<file path="src/rtl/cpu_header_pkg.sv">
// -----------------------------------------------------------------------------
// cpu_header_pkg
// Shared definitions for the CPU header strip block: header size, default
// AXI-Stream widths and the FSM state encoding.
// -----------------------------------------------------------------------------
package cpu_header_pkg;

    // Size of the CPU header carried at the front of every packet.
    localparam int HDR_BYTES       = 16;

    // Default stream widths: 32-byte data bus, 128-bit header on tuser.
    localparam int DEF_DATA_WIDTH  = 256;
    localparam int DEF_TUSER_WIDTH = HDR_BYTES * 8;

    // S_HDR  : waiting for beat 0 of a packet (holds the header)
    // S_BODY : forwarding realigned payload beats
    // S_TAIL : flushing the carried upper half after the last input beat
    typedef enum logic [1:0] {
        S_HDR  = 2'd0,
        S_BODY = 2'd1,
        S_TAIL = 2'd2
    } state_e;

endpackage : cpu_header_pkg

</file>
<file path="src/rtl/cpu_header_strip_if.sv">
// -----------------------------------------------------------------------------
// cpu_header_strip_if
// AXI-Stream bundle used on both sides of cpu_header_strip.
//   tdata  : C_DATA_WIDTH bits of payload
//   tkeep  : byte enables, LSB-contiguous
//   tuser  : C_TUSER_WIDTH sideband (extracted header on the output side)
//   tvalid : beat valid (source)
//   tlast  : last beat of packet (source)
//   tready : sink ready
// Modports: master = stream source, slave = stream sink.
// -----------------------------------------------------------------------------
interface cpu_header_strip_if
    import cpu_header_pkg::*;
#(
    parameter int C_DATA_WIDTH  = DEF_DATA_WIDTH,
    parameter int C_TUSER_WIDTH = DEF_TUSER_WIDTH
);

    logic [C_DATA_WIDTH-1:0]   tdata;
    logic [C_DATA_WIDTH/8-1:0] tkeep;
    logic [C_TUSER_WIDTH-1:0]  tuser;
    logic                      tvalid;
    logic                      tlast;
    logic                      tready;

    modport master (
        output tdata, tkeep, tuser, tvalid, tlast,
        input  tready
    );

    modport slave (
        input  tdata, tkeep, tuser, tvalid, tlast,
        output tready
    );

endinterface : cpu_header_strip_if

</file>
<file path="src/rtl/cpu_header_out_reg.sv">
// -----------------------------------------------------------------------------
// cpu_header_out_reg
// Single-entry AXI-Stream output holding register. A beat presented on the
// *_i inputs with load_i is captured and held on m_axis until the sink takes
// it; while m_axis.tvalid && !m_axis.tready the held beat never changes.
//
// Ports:
//   clk, rst   : clock, synchronous active-high reset
//   load_i     : capture tdata_i/tkeep_i/tuser_i/tlast_i this cycle
//                (caller only asserts it while free_o is high)
//   free_o     : register is empty or is being drained this cycle
//   m_axis     : output stream (master modport)
// -----------------------------------------------------------------------------
module cpu_header_out_reg
    import cpu_header_pkg::*;
#(
    parameter int C_DATA_WIDTH  = DEF_DATA_WIDTH,
    parameter int C_TUSER_WIDTH = DEF_TUSER_WIDTH
) (
    input  logic                      clk,
    input  logic                      rst,
    input  logic                      load_i,
    input  logic [C_DATA_WIDTH-1:0]   tdata_i,
    input  logic [C_DATA_WIDTH/8-1:0] tkeep_i,
    input  logic [C_TUSER_WIDTH-1:0]  tuser_i,
    input  logic                      tlast_i,
    output logic                      free_o,
    cpu_header_strip_if.master        m_axis
);

    logic [C_DATA_WIDTH-1:0]   tdata_q;
    logic [C_DATA_WIDTH/8-1:0] tkeep_q;
    logic [C_TUSER_WIDTH-1:0]  tuser_q;
    logic                      tlast_q;
    logic                      tvalid_q;

    // A new beat may enter whenever the current one is absent or leaving.
    assign free_o = !tvalid_q || m_axis.tready;

    // NOTE: sequential state is written only with non-blocking assignments so
    // every register samples pre-edge values regardless of statement order.
    always_ff @(posedge clk) begin
        if (rst) begin
            // NOTE: the wide data/user registers are reset too, because the
            // output bus must read as zero coming out of reset.
            tdata_q  <= '0;
            tkeep_q  <= '0;
            tuser_q  <= '0;
            tlast_q  <= 1'b0;
            tvalid_q <= 1'b0;
        end else if (load_i) begin
            tdata_q  <= tdata_i;
            tkeep_q  <= tkeep_i;
            tuser_q  <= tuser_i;
            tlast_q  <= tlast_i;
            tvalid_q <= 1'b1;
        end else if (m_axis.tready) begin
            tvalid_q <= 1'b0;
        end
    end

    assign m_axis.tdata  = tdata_q;
    assign m_axis.tkeep  = tkeep_q;
    assign m_axis.tuser  = tuser_q;
    assign m_axis.tlast  = tlast_q;
    assign m_axis.tvalid = tvalid_q;

endmodule : cpu_header_out_reg

</file>
<file path="src/rtl/cpu_header_strip.sv">
// -----------------------------------------------------------------------------
// cpu_header_strip
// Removes the 16-byte CPU header from the front of each AXI-Stream packet,
// presents it on m_axis.tuser for every beat of that packet, and realigns the
// remaining payload so it starts at byte 0. Each output beat is the carried
// upper half of the previous input beat joined with the lower half of the
// current one. If the last input beat has valid upper-half bytes, one extra
// tail beat flushes them. A packet whose only beat holds nothing beyond the
// header is dropped and flagged on runt_drop.
//
// The data bus is split at C_TUSER_WIDTH: the lower C_TUSER_WIDTH bits of beat
// 0 are the header, the rest is carried. The default 256/128 split is the
// intended configuration.
//
// Ports:
//   clk, rst   : clock, synchronous active-high reset
//   s_axis     : input stream, header in bytes 0..15 of beat 0 (tuser unused)
//   m_axis     : output stream, realigned payload, header on tuser
//   runt_drop  : one-cycle pulse the cycle after a runt packet is discarded
//   pkt_cnt    : saturating count of output packets   (CPU_HEADER_STRIP_STATS_EN)
//   runt_cnt   : saturating count of dropped runts    (CPU_HEADER_STRIP_STATS_EN)
//
// Build option: define CPU_HEADER_STRIP_STATS_EN to add pkt_cnt/runt_cnt.
// -----------------------------------------------------------------------------
module cpu_header_strip
    import cpu_header_pkg::*;
#(
    parameter int C_DATA_WIDTH  = DEF_DATA_WIDTH,
    parameter int C_TUSER_WIDTH = DEF_TUSER_WIDTH
) (
    input  logic               clk,
    input  logic               rst,
    cpu_header_strip_if.slave  s_axis,
    cpu_header_strip_if.master m_axis,
    output logic               runt_drop
`ifdef CPU_HEADER_STRIP_STATS_EN
    ,
    output logic [31:0]        pkt_cnt,
    output logic [31:0]        runt_cnt
`endif
);

    localparam int KW  = C_DATA_WIDTH / 8;           // keep bits per beat
    localparam int HW  = C_TUSER_WIDTH;              // header / low-half width
    localparam int HKW = HW / 8;                     // keep bits in low half
    localparam int CW  = C_DATA_WIDTH - HW;          // carried upper-half width
    localparam int CKW = CW / 8;                     // keep bits in carry

    state_e          state_q;
    logic [HW-1:0]   hdr_q;
    logic [CW-1:0]   carry_q;
    logic [CKW-1:0]  carry_keep_q;
    logic            runt_drop_q;

    // Input beat split into the half that completes the current output beat
    // and the half that is carried into the next one.
    logic [HW-1:0]   in_lo;
    logic [CW-1:0]   in_hi;
    logic [HKW-1:0]  keep_lo;
    logic [CKW-1:0]  keep_hi;
    logic            hi_empty;

    assign in_lo    = s_axis.tdata[HW-1:0];
    assign in_hi    = s_axis.tdata[C_DATA_WIDTH-1:HW];
    assign keep_lo  = s_axis.tkeep[HKW-1:0];
    assign keep_hi  = s_axis.tkeep[KW-1:HKW];
    assign hi_empty = (keep_hi == '0);

    logic            out_free;
    logic            s_ready;
    logic            s_xfer;

    // Header beats never touch the output register, so S_HDR can always
    // accept; a pending beat of the previous packet stays untouched.
    always_comb begin
        s_ready = 1'b0;
        case (state_q)
            S_HDR:   s_ready = 1'b1;
            S_BODY:  s_ready = out_free;
            default: s_ready = 1'b0;
        endcase
    end

    assign s_axis.tready = s_ready;
    assign s_xfer        = s_axis.tvalid && s_ready;

    // Next beat for the output register.
    logic                    load_d;
    logic [C_DATA_WIDTH-1:0] tdata_d;
    logic [KW-1:0]           tkeep_d;
    logic                    tlast_d;

    // NOTE: every signal assigned in this block gets a default first, so no
    // path through the case leaves it unassigned and no latch is inferred.
    always_comb begin
        load_d  = 1'b0;
        tdata_d = {in_lo, carry_q};
        tkeep_d = {keep_lo, carry_keep_q};
        tlast_d = s_axis.tlast && hi_empty;
        case (state_q)
            S_BODY: begin
                load_d = s_xfer;
            end
            S_TAIL: begin
                load_d  = out_free;
                tdata_d = {{HW{1'b0}}, carry_q};
                tkeep_d = {{HKW{1'b0}}, carry_keep_q};
                tlast_d = 1'b1;
            end
            default: begin
                load_d = 1'b0;
            end
        endcase
    end

    always_ff @(posedge clk) begin
        if (rst) begin
            state_q      <= S_HDR;
            hdr_q        <= '0;
            carry_q      <= '0;
            carry_keep_q <= '0;
            runt_drop_q  <= 1'b0;
        end else begin
            runt_drop_q <= 1'b0;
            case (state_q)
                S_HDR: begin
                    if (s_xfer) begin
                        hdr_q        <= in_lo;
                        carry_q      <= in_hi;
                        carry_keep_q <= keep_hi;
                        if (!s_axis.tlast) begin
                            state_q <= S_BODY;
                        end else if (!hi_empty) begin
                            state_q <= S_TAIL;
                        end else begin
                            // Header-only packet: nothing to forward.
                            runt_drop_q <= 1'b1;
                        end
                    end
                end
                S_BODY: begin
                    if (s_xfer) begin
                        carry_q      <= in_hi;
                        carry_keep_q <= keep_hi;
                        if (s_axis.tlast) begin
                            state_q <= hi_empty ? S_HDR : S_TAIL;
                        end
                    end
                end
                S_TAIL: begin
                    if (out_free) begin
                        state_q <= S_HDR;
                    end
                end
                default: begin
                    state_q <= S_HDR;
                end
            endcase
        end
    end

    assign runt_drop = runt_drop_q;

    cpu_header_out_reg #(
        .C_DATA_WIDTH  (C_DATA_WIDTH),
        .C_TUSER_WIDTH (C_TUSER_WIDTH)
    ) u_out_reg (
        .clk     (clk),
        .rst     (rst),
        .load_i  (load_d),
        .tdata_i (tdata_d),
        .tkeep_i (tkeep_d),
        .tuser_i (hdr_q),
        .tlast_i (tlast_d),
        .free_o  (out_free),
        .m_axis  (m_axis)
    );

`ifdef CPU_HEADER_STRIP_STATS_EN
    logic [31:0] pkt_cnt_q;
    logic [31:0] runt_cnt_q;

    always_ff @(posedge clk) begin
        if (rst) begin
            pkt_cnt_q  <= '0;
            runt_cnt_q <= '0;
        end else begin
            if (m_axis.tvalid && m_axis.tready && m_axis.tlast && (pkt_cnt_q != '1)) begin
                pkt_cnt_q <= pkt_cnt_q + 32'd1;
            end
            if (runt_drop_q && (runt_cnt_q != '1)) begin
                runt_cnt_q <= runt_cnt_q + 32'd1;
            end
        end
    end

    assign pkt_cnt  = pkt_cnt_q;
    assign runt_cnt = runt_cnt_q;
`endif

endmodule : cpu_header_strip
</file>
<file path="src/flat_wrapper.sv">
// flat-port wrapper written by rule: the top's interface ports become plain ports
module cpu_header_strip_flat import cpu_header_pkg::*;
#(
    parameter int C_DATA_WIDTH  = DEF_DATA_WIDTH,
    parameter int C_TUSER_WIDTH = DEF_TUSER_WIDTH
)
  (clk, rst, runt_drop, s_axis_tdata, s_axis_tkeep, s_axis_tuser, s_axis_tvalid, s_axis_tlast, s_axis_tready, m_axis_tdata, m_axis_tkeep, m_axis_tuser, m_axis_tvalid, m_axis_tlast, m_axis_tready);
  cpu_header_strip_if #(.C_DATA_WIDTH(C_DATA_WIDTH), .C_TUSER_WIDTH(C_TUSER_WIDTH)) s_axis_i ();
  cpu_header_strip_if #(.C_DATA_WIDTH(C_DATA_WIDTH), .C_TUSER_WIDTH(C_TUSER_WIDTH)) m_axis_i ();
  input  logic clk;
  input  logic rst;
  output logic runt_drop;
  input wire logic [$bits(s_axis_i.tdata)-1:0] s_axis_tdata;
  input wire logic [$bits(s_axis_i.tkeep)-1:0] s_axis_tkeep;
  input wire logic [$bits(s_axis_i.tuser)-1:0] s_axis_tuser;
  input wire logic [$bits(s_axis_i.tvalid)-1:0] s_axis_tvalid;
  input wire logic [$bits(s_axis_i.tlast)-1:0] s_axis_tlast;
  output wire logic [$bits(s_axis_i.tready)-1:0] s_axis_tready;
  output wire logic [$bits(m_axis_i.tdata)-1:0] m_axis_tdata;
  output wire logic [$bits(m_axis_i.tkeep)-1:0] m_axis_tkeep;
  output wire logic [$bits(m_axis_i.tuser)-1:0] m_axis_tuser;
  output wire logic [$bits(m_axis_i.tvalid)-1:0] m_axis_tvalid;
  output wire logic [$bits(m_axis_i.tlast)-1:0] m_axis_tlast;
  input wire logic [$bits(m_axis_i.tready)-1:0] m_axis_tready;
  assign s_axis_i.tdata = s_axis_tdata;
  assign s_axis_i.tkeep = s_axis_tkeep;
  assign s_axis_i.tuser = s_axis_tuser;
  assign s_axis_i.tvalid = s_axis_tvalid;
  assign s_axis_i.tlast = s_axis_tlast;
  assign s_axis_tready = s_axis_i.tready;
  assign m_axis_tdata = m_axis_i.tdata;
  assign m_axis_tkeep = m_axis_i.tkeep;
  assign m_axis_tuser = m_axis_i.tuser;
  assign m_axis_tvalid = m_axis_i.tvalid;
  assign m_axis_tlast = m_axis_i.tlast;
  assign m_axis_i.tready = m_axis_tready;
  cpu_header_strip #(.C_DATA_WIDTH(C_DATA_WIDTH), .C_TUSER_WIDTH(C_TUSER_WIDTH)) u_core (.clk(clk), .rst(rst), .s_axis(s_axis_i), .m_axis(m_axis_i), .runt_drop(runt_drop));
endmodule
</file>
<file path="config.mk">
export PLATFORM = sky130hd
export DESIGN_NAME = cpu_header_strip_flat
export DESIGN_NICKNAME = d
export VERILOG_FILES = /design/src/rtl/cpu_header_pkg.sv /design/src/rtl/cpu_header_strip_if.sv /design/src/rtl/cpu_header_out_reg.sv /design/src/rtl/cpu_header_strip.sv /design/src/flat_wrapper.sv
export SDC_FILE = /design/constraint.sdc
export NUM_CORES = 1
export LEC_CHECK = 0
export ABC_AREA = 1
export CAP_MARGIN = 0
export CORE_AREA = 2 2 325 327
export CTS_BUF_LIST = sky130_fd_sc_hd__clkbuf_8 sky130_fd_sc_hd__clkbuf_16
export CTS_CLUSTER_DIAMETER = 100
export DETAILED_ROUTE_END_ITERATION = 12
export DIE_AREA = 0 0 327 329
export SLEW_MARGIN = 25
export SYNTH_ARGS = -nofsm -noshare
export SYNTH_HDL_FRONTEND = slang
export SYNTH_SLANG_ARGS = --single-unit
</file>
<file path="constraint.sdc">
create_clock -name clk -period 4.5 [get_ports clk]
set_input_delay 0.9 -clock clk [delete_from_list [all_inputs] [get_ports clk]]
set_output_delay 0.9 -clock clk [all_outputs]
set_load 0.02 [all_outputs]
</file>
==> metrics <==
status=finished, final reports clean; Fmax achieved=303 MHz; post_cts resized=0; Max Buffers Root-to-Sink=3; Reg2Reg Setup Slack=about 1600 ps; worst hold start=u_core.u_out_reg.m_axis.tkeep[11]; Mapped Nets=3836; number of global-route vias before repair=23083; WL final=95000 um; Syn Area/Cell=7.56 um2; Peak VDD IR=0.851 mV; DP HPWL=~60000 um; number of remaining DRC errors=0; Hold-fix buffers, CTS=0; dpl cell area=between 30000 and 40000 um2; crit end category=primary output; wire per inst=17.6 um; DRT iter0 DRCs=approximately 1400; slowest cell on the critical path=clkdlybuf4s50_1; min Tclk post-route=3300 ps; Vert. Die Dim=329 um; crit path kind=primary input to primary output; PortBufs=712; wire length of the first global-routing pass=141000 um; final instance area=36400 um2; Reg2Reg Depth=12; Critical Path AT=around 2400 ps; clock sinks=693; Die X=about 330 um; layout cells sized above 1=4.45%; CP startpoint kind=primary input; htree depth=3; Synth Instances=approximately 3400; initial antenna violation count=13; TritonRoute pass-1 iters=5; Pleak=13.3 nW; Pwr Total=25.1 mW; clk_skew=24.2 ps; reg-to-reg critical path startpoint=u_core.state_q[1]; Unique masters post-synth=19; RSZ-0062 raised after global routing=no; Hold Fails Final Rpt=0; site row count=119; hold path endpoint=u_core.u_out_reg.m_axis.tkeep[11]; CP max FO=3; critical-path cell list=clkdlybuf4s50_1, inv_2, nand2_1, nand2_1, nand2_2, clkdlybuf4s50_1; Critical Path Max Stage Delay=680 ps; max_slew headroom=between 20 and 25%; GPL Wtd Cong=slightly above 0.8; Num CTS Buffers=79; Hold Path Depth=2; Seq cells post-synth=about 690; Synth Warn #=0; NumNets Final=4365; Layout area overhead=41.0%; routed vias=24774; Synth top area share=53.8%; Pwr per Cell Area=689 nW/um2; non-filler instance count after layout=5400; largest cells by area after synthesis=dfxtp_1 (54%), nor2_1 (10%), nand2_1 (8.4%); Synth area leader=dfxtp_1; Worst Max-Slew Pin Slew=1190 ps; setup bufs post-CTS=0; gr usage total=16.7%; DRT met1 WL=about 40000 um; mapped cell area=25800 um2; grt ovf=0; Clock transition at path regs=60 ps; placed instance count=around 5300; met3 WL=9940 um; Worst Hold Class=flip-flop to flip-flop; Max Transition Viols Final=0; clk_lat worst skew=640 ps; post-route ant nets=0; Seq/Total Area, Yosys=53.8%; Core ar.=~100000 um2; vias per cell=4.59; WL met2=41500 um; CTS tree=built; pin count of the biggest net entering global routing=around 210; die area=108000 um2; RR Endpoint=u_core.u_out_reg.m_axis.tuser[21]; CTS root buf=clkbuf_16; Setup violations, final=0; Initial Utilization=24.7%; Top Ports=841; setup tns final=0 ps; Max Used Layer=met5; Tcrit/Tclk final=73.3%; critical path data required time=3600 ps; Max-Cap Viols=0
cell type report:
type                       instances  area (um2)
antenna                            6        15.0
sequential                       693       13900
clock inverter                    45         370
tap                             1391        1740
timing repair buffer             751        7590
fill                           11042       68000
multi-input combinational       2404       10500
inverter                          12        62.6
clock buffer                      98        2240
per-stage QoR:
step	setup WS [ps]	util (%)	hold slack, ps
2_1_floorplan	2260	-	456
3_3_place_gp	704	32.4	447
3_5_place_dp	680	32.4	452
4_1_cts	1150	34.9	460
5_1_grt	1130	34.9	472
6_report	1200	34.9	458
worst max-delay path, delay by kind of cell:
kind	cells	cell delay, ps
buffers and inverters	3	1230
and+or+nand+nor	3	260
layout by cell type, fill, tap and decap left out, types with 2 or more instances in the layout:
cell             netlist  final
buf_12                 0     13
clkbuf_16              0     79
clkinvlp_4             0      2
nand2_8                0      2
bufinv_16              0      4
a21oi_1              418    418
dfxtp_1              693    693
ha_1                   3      2
inv_4                  1      2
buf_4                 69     26
inv_8                  0      3
nand2_4                2      2
nand3_1              418    418
clkinv_2               0     13
clkdlybuf4s50_1        0    711
inv_6                  0      6
inv_1                  9     24
nor2_1               705    705
diode_2                0      6
o21ai_0              273    273
clkbuf_8               0     19
inv_16                 0      2
nand2_1              581    580
how the worst max path moves through the flow:
stage,start,end,depth (start not counted)
floorplan,m_axis_tready,u_core.u_out_reg.m_axis.tdata[0],13
global placement,m_axis_tready,u_core.u_out_reg.m_axis.tdata[207],14
detailed placement,m_axis_tready,u_core.u_out_reg.m_axis.tuser[21],13
CTS,m_axis_tready,s_axis_tready,6
global route,m_axis_tready,s_axis_tready,6
finish,m_axis_tready,s_axis_tready,6
power breakdown:
| part | internal, mW | switching (mW) |
|---|---|---|
| clock network | 3.77 | 2.72 |
| logic | 3.23 | 6.96 |
| registers | 7.62 | 0.764 |
metal layers:
layer / up-vias / track usage (%)
met3: 155 / 6.77
met1: 11520 / 21.3
li1: 12245 / -
met2: 840 / 25.5
met4: 14 / 5.84
met5: - / 0
cell usage after synthesis (all sizes together):
cell,n
nor2,705
dfxtp,693
nand2,585
a21oi,418
nand3,418
o21ai,273
clkbuf,189
buf,114
inv,12
ha,3
nor4,1
or2,1
state kept, by name (all words and copies together) (netlist names):
signal and flops:
u_core.u_out_reg.m_axis.tlast 1, u_core.carry_q 128, u_core.carry_keep_q 16, u_core.u_out_reg.m_axis.tvalid 1, u_core.hdr_q 128, u_core.u_out_reg.m_axis.tuser 128
u_core.runt_drop 1, u_core.u_out_reg.m_axis.tdata 256, u_core.u_out_reg.m_axis.tkeep 32, u_core.state_q 2
logic make-up (layout without fill, tap and decap cells):
logic type	count (synthesis)	after routing	synth area share, %
other	0	6	0
buffers and inverters	315	906	5.71
flip-flops	693	693	53.8
AND/OR/NAND/NOR	1710	1710	27.0
AO/OA/AOI/OAI	691	691	13.4
adder cells (fa/ha/maj)	3	3	0.145
No activity file was read; power rests on OpenSTA's default activity.
